File: config.mk
export PLATFORM = sky130hd
export DESIGN_NAME = case_convert_stream
export DESIGN_NICKNAME = d
export VERILOG_FILES = /design/src/rtl/case_pkg.sv /design/src/rtl/case_convert_byte.sv /design/src/rtl/case_convert_stream.sv
export SDC_FILE = /design/constraint.sdc
export NUM_CORES = 1
export LEC_CHECK = 0
export BUFFER_PORTS_ARGS = -buffer_cell sky130_fd_sc_hd__buf_4
export CAP_MARGIN = 40
export CELL_PAD_IN_SITES_DETAIL_PLACEMENT = 1
export CELL_PAD_IN_SITES_GLOBAL_PLACEMENT = 1
export CORE_AREA = 2 2 112 114
export CTS_CLUSTER_DIAMETER = 150
export DETAILED_ROUTE_END_ITERATION = 16
export DIE_AREA = 0 0 114 116
export PLACE_DENSITY_LB_ADDON = 0.1
export SYNTH_ARGS = -nofsm -noshare
export SYNTH_HDL_FRONTEND = slang
export SYNTH_SLANG_ARGS = --single-unit
export TNS_END_PERCENT = 1
File: constraint.sdc
create_clock -name clk -period 3.8 [get_ports clk]
set_input_delay 0.38 -clock clk [delete_from_list [all_inputs] [get_ports clk]]
set_output_delay 0.38 -clock clk [all_outputs]
set_load 0.03 [all_outputs]
File: src/rtl/case_pkg.sv
// Shared types and ASCII constants for the streaming case converter.
package case_pkg;

  typedef enum logic [1:0] {
    PASS   = 2'b00,
    UPPER  = 2'b01,
    LOWER  = 2'b10,
    TOGGLE = 2'b11
  } case_mode_t;

  typedef enum logic {
    ST_IDLE   = 1'b0,
    ST_IN_PKT = 1'b1
  } pkt_state_t;

  localparam logic [7:0] ASCII_UP_A  = 8'd65;
  localparam logic [7:0] ASCII_UP_Z  = 8'd90;
  localparam logic [7:0] ASCII_LO_A  = 8'd97;
  localparam logic [7:0] ASCII_LO_Z  = 8'd122;
  localparam logic [7:0] CASE_OFFSET = 8'd32;

endpackage

File: src/rtl/case_convert_byte.sv
// Combinational single-byte case converter; flags whether the byte was altered.
module case_convert_byte
  import case_pkg::*;
(
  input  case_mode_t  mode,
  input  logic [7:0]  b,
  output logic [7:0]  y,
  output logic        changed
);

  logic is_up;
  logic is_lo;

  always_comb begin
    is_up = (b >= ASCII_UP_A) && (b <= ASCII_UP_Z);
    is_lo = (b >= ASCII_LO_A) && (b <= ASCII_LO_Z);
    y     = b;
    case (mode)
      UPPER:   if (is_lo) y = b - CASE_OFFSET;
      LOWER:   if (is_up) y = b + CASE_OFFSET;
      TOGGLE: begin
        if (is_lo)      y = b - CASE_OFFSET;
        else if (is_up) y = b + CASE_OFFSET;
      end
      default: y = b;
    endcase
    changed = (y != b);
  end

endmodule

File: src/rtl/case_convert_stream.sv
// Streaming multi-lane case converter: per-packet mode lock, output register
// plus skid register for full throughput, saturating count of modified bytes.
module case_convert_stream
  import case_pkg::*;
#(
  parameter int LANES = 4,
  parameter int CNT_W = 16
)
(
  input  logic                 clk,
  input  logic                 rst,
  input  logic [1:0]           mode,
  input  logic                 in_valid,
  output logic                 in_ready,
  input  logic [8*LANES-1:0]   in_data,
  input  logic                 in_last,
  output logic                 out_valid,
  input  logic                 out_ready,
  output logic [8*LANES-1:0]   out_data,
  output logic                 out_last,
  input  logic                 clr_count,
  output logic [CNT_W-1:0]     conv_count
);

  localparam int DW   = 8 * LANES;
  localparam int PC_W = $clog2(LANES + 1);

  pkt_state_t       state_q, state_d;
  case_mode_t       pkt_mode_q, pkt_mode_d, eff_mode;
  logic [DW-1:0]    conv_data;
  logic [LANES-1:0] lane_chg;
  logic [PC_W-1:0]  chg_cnt;

  logic             out_valid_q, out_valid_d;
  logic             out_last_q, out_last_d;
  logic [DW-1:0]    out_data_q, out_data_d;
  logic             skid_valid_q, skid_valid_d;
  logic             skid_last_q, skid_last_d;
  logic [DW-1:0]    skid_data_q, skid_data_d;
  logic             in_ready_q, in_ready_d;
  logic [CNT_W-1:0] cnt_q, cnt_d;
  logic             in_xfer, out_xfer;

  function automatic logic [CNT_W-1:0] sat_add(input logic [CNT_W-1:0] a,
                                               input logic [PC_W-1:0]  inc);
    logic [CNT_W:0] sum;
    sum = {1'b0, a} + (CNT_W+1)'(inc);
    if (sum[CNT_W]) return '1;
    return sum[CNT_W-1:0];
  endfunction

  assign in_xfer  = in_valid && in_ready_q;
  assign out_xfer = out_valid_q && out_ready;

  // The first beat of a packet uses the live mode; later beats use the latched one.
  assign eff_mode = (state_q == ST_IDLE) ? case_mode_t'(mode) : pkt_mode_q;

  for (genvar k = 0; k < LANES; k++) begin : g_lane
    case_convert_byte u_lane (
      .mode    (eff_mode),
      .b       (in_data[8*k +: 8]),
      .y       (conv_data[8*k +: 8]),
      .changed (lane_chg[k])
    );
  end

  always_comb begin
    chg_cnt = '0;
    for (int k = 0; k < LANES; k++) chg_cnt = chg_cnt + PC_W'(lane_chg[k]);
  end

  always_comb begin
    state_d    = state_q;
    pkt_mode_d = pkt_mode_q;
    if (in_xfer) begin
      if (state_q == ST_IDLE) pkt_mode_d = case_mode_t'(mode);
      state_d = in_last ? ST_IDLE : ST_IN_PKT;
    end
  end

  // A full skid implies in_ready is low, so no input can arrive that cycle.
  always_comb begin
    out_valid_d  = out_valid_q;
    out_data_d   = out_data_q;
    out_last_d   = out_last_q;
    skid_valid_d = skid_valid_q;
    skid_data_d  = skid_data_q;
    skid_last_d  = skid_last_q;
    if (skid_valid_q) begin
      if (out_ready) begin
        out_data_d   = skid_data_q;
        out_last_d   = skid_last_q;
        out_valid_d  = 1'b1;
        skid_valid_d = 1'b0;
      end
    end else if (in_xfer) begin
      if (!out_valid_q || out_ready) begin
        out_data_d  = conv_data;
        out_last_d  = in_last;
        out_valid_d = 1'b1;
      end else begin
        skid_data_d  = conv_data;
        skid_last_d  = in_last;
        skid_valid_d = 1'b1;
      end
    end else if (out_xfer) begin
      out_valid_d = 1'b0;
    end
    in_ready_d = !skid_valid_d;
  end

  always_comb begin
    cnt_d = cnt_q;
    if (clr_count)    cnt_d = '0;
    else if (in_xfer) cnt_d = sat_add(cnt_q, chg_cnt);
  end

  always_ff @(posedge clk or posedge rst) begin
    if (rst) begin
      state_q      <= ST_IDLE;
      pkt_mode_q   <= PASS;
      out_valid_q  <= 1'b0;
      out_data_q   <= '0;
      out_last_q   <= 1'b0;
      skid_valid_q <= 1'b0;
      in_ready_q   <= 1'b0;
      cnt_q        <= '0;
    end else begin
      state_q      <= state_d;
      pkt_mode_q   <= pkt_mode_d;
      out_valid_q  <= out_valid_d;
      out_data_q   <= out_data_d;
      out_last_q   <= out_last_d;
      skid_valid_q <= skid_valid_d;
      in_ready_q   <= in_ready_d;
      cnt_q        <= cnt_d;
    end
  end

  always_ff @(posedge clk) begin
    skid_data_q <= skid_data_d;
    skid_last_q <= skid_last_d;
  end

  assign in_ready   = in_ready_q;
  assign out_valid  = out_valid_q;
  assign out_data   = out_data_q;
  assign out_last   = out_last_q;
  assign conv_count = cnt_q;

endmodule

==> impl_metrics.yaml <==
outcome:
  status: "complete, no violations"
routing:
  wl_per_cell_um: 18.0
  drtPass1Iterations: 4
  route.detailed.drc: 0
  finalWirelength_um: 12600
  drt_iter0_drc: 115
  postRouteAntennaNets: 0
  met2WireLength_um: 6330
  wl_met3_um: 484
  vias: 3784
  dr.max_layer_used: "met4"
  wl_met1_um: 5690
  via_per_inst: 5.38
cells_and_area:
  final_layout_size_suffix_gt1_share_pct: 29.3
  nets: 607
  antenna_cells: 0
  multi_input_comb_area_um2: 2130
  syn2layout_area_growth_pct: 30.4
  fin_area_um2: 5940
  seqCellArea_um2: 2370
  fillers: 1331
clocking:
  cts.clk_slew.worst_paths_ps: 60
  cts_buffers: 9
  cts_buffer_depth: 2
  clock_latency_ps: 340
  clock-root-buffer: "clkbuf_16"
  htree_levels: 3
  numClockSinks: 88
  cts_tree: "yes"
yosys:
  yosysTopAreaCellShare_pct: 30.2
  synth.area.top_cells: "dfrtp_1 30%, edfxtp_1 22%, mux2i_1 5.9%, nand2_1 4.0%, ha_1 3.6%"
  postSynthAreaPerCell_um2: 10.4
  ys.flop_type: "dfrtp_1"
  synth.distinct_cells: 56
  syn_inst: 438
  async_reset_ff_share_pct: 62.5
  synth_warnings: 0
  syn-num-nets: 494
  synth_edf_count: 33
  synth-seq-cells: 88
  seq_area_frac_synth_pct: 52.0
  yosysTopAreaCell: "dfrtp_1"
  syn_area_um2: 4550
grt:
  grt_pass1_vias: 3997
  overflow: 0
  grt_pass1_wl_um: 20600
  grt_usage_pct: 20.1
  grt_max_degree: 59
  antenna_found_initial: 0
sta:
  final_hold_viol_count: 0
  period_minus_slack_ps: 3560
  timing.hold.ws_ps: 252
  fin_setup_tns_ps: 0
  finClkSkew_ps: 6.07
  tightest_slew_ps: 839
  drv_slew: 0
  grt_setup_unrepaired: "false"
  setup_viol: 0
  slew_headroom_pct: 44.0
  max_freq_mhz: 281
  timing.final.crit_share_pct: 93.8
hold_path:
  hold_class: "primary input to flop"
place:
  place.gp.congestion: 0.863
  place_hpwl_um: 8950
  placed_cell_area_um2: 5610
  io_buffers: 90
die:
  row_count: 40
  start_util_pct: 38.2
  core_um2: 11900
  die_y_um: 116
  dieWidth_um: 114
  dieArea_um2: 13200
  io-pin-count: 91
worst_setup_path:
  arrival_ps: 3790
  worstSetupPathType: "flop to flop"
  worstSetupStartpointType: "flop"
  crit_slowest_cell: "fa_1"
  r2r_slack_ps: 240
  path_cells: "mux2i_2 -> or3_1 -> or3_4 -> a21oi_4 -> fa_1 -> fa_2 -> fa_1 -> nand2_1 -> or2_2 -> nor2_1 -> nand3_1 -> mux2i_1 -> nor2_1"
  crit_required_ps: 4030
  crit_fanout: 5
  cp_slowest_stage_delay_ps: 470
  end_kind: "flop"
flow_run:
  cap_violations: 0
pwr:
  p_total_w: 0.00303
  leakagePower_nw: 2.59
  power.density_nw_per_um2: 509
  peakVddDrop_v: 0.000224
==> power breakdown <==
group	total (W)	switching (W)	internal [W]	leakage (nW)
registers	0.00123	0.0000932	0.00114	0.995
logic	0.000916	0.000566	0.000350	1.45
clock network	0.000879	0.000375	0.000504	0.145
total	0.00303	0.00103	0.00199	2.59
==> registers in the layout, indices dropped and copies added (netlist names) <==
name / cells
state_q: 1
skid_data_q: 32
skid_last_q: 1
in_ready: 1
out_valid: 1
out_data: 32
out_last: 1
skid_valid_q: 1
pkt_mode_q: 2
conv_count: 16
==> routing by layer <==
| layer | vias up | track usage [%] |
|---|---|---|
| li1 | 1824 | - |
| met1 | 1890 | 25.1 |
| met2 | 62 | 35.0 |
| met3 | 8 | 3.82 |
| met4 | 0 | 6.59 |
| met5 | - | 0 |
==> path summary, 6_finish.rpt <==
path,start,end,cells after the start
worst max-delay path,state_q$_DFFE_PP0P_,conv_count[12]$_DFFE_PP0P_,13
worst min-delay path,in_last,skid_last_q$_DFFE_PP_,1
worst max register to register,state_q$_DFFE_PP0P_,conv_count[12]$_DFFE_PP0P_,13
worst min register to register,out_data[20]$_DFFE_PP0P_,out_data[20]$_DFFE_PP0P_,2
max in group asynchronous,rst,skid_valid_q$_DFF_PP0_,5
min in group asynchronous,rst,conv_count[10]$_DFFE_PP0P_,3
==> critical path, delay by kind of cell (launching register included) <==
family	cells	cell delay [ps]
and+or+nand+nor	7	1240
AOI/OAI and AO/OA	1	170
DFF	1	400
adders and majority gates	3	1280
muxes	2	370
==> cells in the final DEF, fill, tap and decap left out, types with 6 or more instances in the layout <==
cell type	n
o21ai_0	28
nor2_1	42
nor3b_1	6
a211oi_1	8
a21o_1	6
nor3_1	16
clkbuf_16	9
mux2i_1	26
dfrtp_1	54
inv_1	10
nand2_1	49
ha_1	13
edfxtp_1	33
a21oi_1	20
and3_1	7
buf_4	117
nand3_1	12
==> repair_timing <==
| item | CTS | global route |
|---|---|---|
| pin swaps | 0 | 3 |
| resized for setup | 1 | 6 |
| endpoints found under the hold margin | 6 | 0 |
| hold buffers | 1 | 0 |
| endpoints found under the setup margin | 5 | 14 |
| setup buffers | 0 | 0 |
==> kinds of logic (layout without fill, tap and decap cells) <==
group / count (synthesis) / after routing / synth area share [%]
flip-flops: 88 / 88 / 52.0
multiplexers: 29 / 29 / 6.43
adder cells (fa/ha/maj): 16 / 16 / 4.89
AO/OA/AOI/OAI: 98 / 98 / 14.0
buffers and inverters: 29 / 147 / 2.39
AND/OR/NAND/NOR: 176 / 176 / 19.9
XOR/XNOR: 2 / 2 / 0.385
==> Yosys cell counts, types with 2 or more instances <==
cell type  instances
a21oi_1           21
nor3b_1            6
nand2b_1           3
xnor2_1            2
buf_1              4
nor4b_1            3
a211oi_1           9
and2_1             4
nand2_1           49
a21o_1             6
a31oi_1            5
or3_1              4
mux2_2             2
nor4_2             2
inv_1             11
clkbuf_1          14
o21a_1             2
dfrtp_1           55
a31o_2             3
and3_1             7
or2_2              5
or4_1              4
ha_1              13
a221o_1            4
nor2_1            42
nor2b_1            4
fa_1               3
nand4_1            5
o21ai_0           28
nor3_1            17
o211ai_1           3
mux2i_1           27
o21bai_1           3
o31ai_1            3
edfxtp_1          33
nand3_1           12
==> metrics by stage <==
| stage | utilization (%) | worst slack (ps) | std cells |
|---|---|---|---|
| finish | 49.9 | 235 | 703 |
| global route | 49.9 | 7.29 | 703 |
| CTS | 49.6 | 50.8 | 703 |
| detailed placement | 47.1 | -277 | 686 |
| global placement | 46.9 | -150 | 685 |
| floorplan | - | 93.9 | 438 |
==> layout make-up <==
type | count | share of cell area (%)
sequential | 88 | 39.9
multi-input combinational | 321 | 35.9
timing repair buffer | 120 | 15.6
clock buffer | 9 | 3.79
tap | 147 | 3.10
clock inverter | 7 | 1.05
inverter | 11 | 0.695
Note: power is estimated with default switching activity, not from simulation.
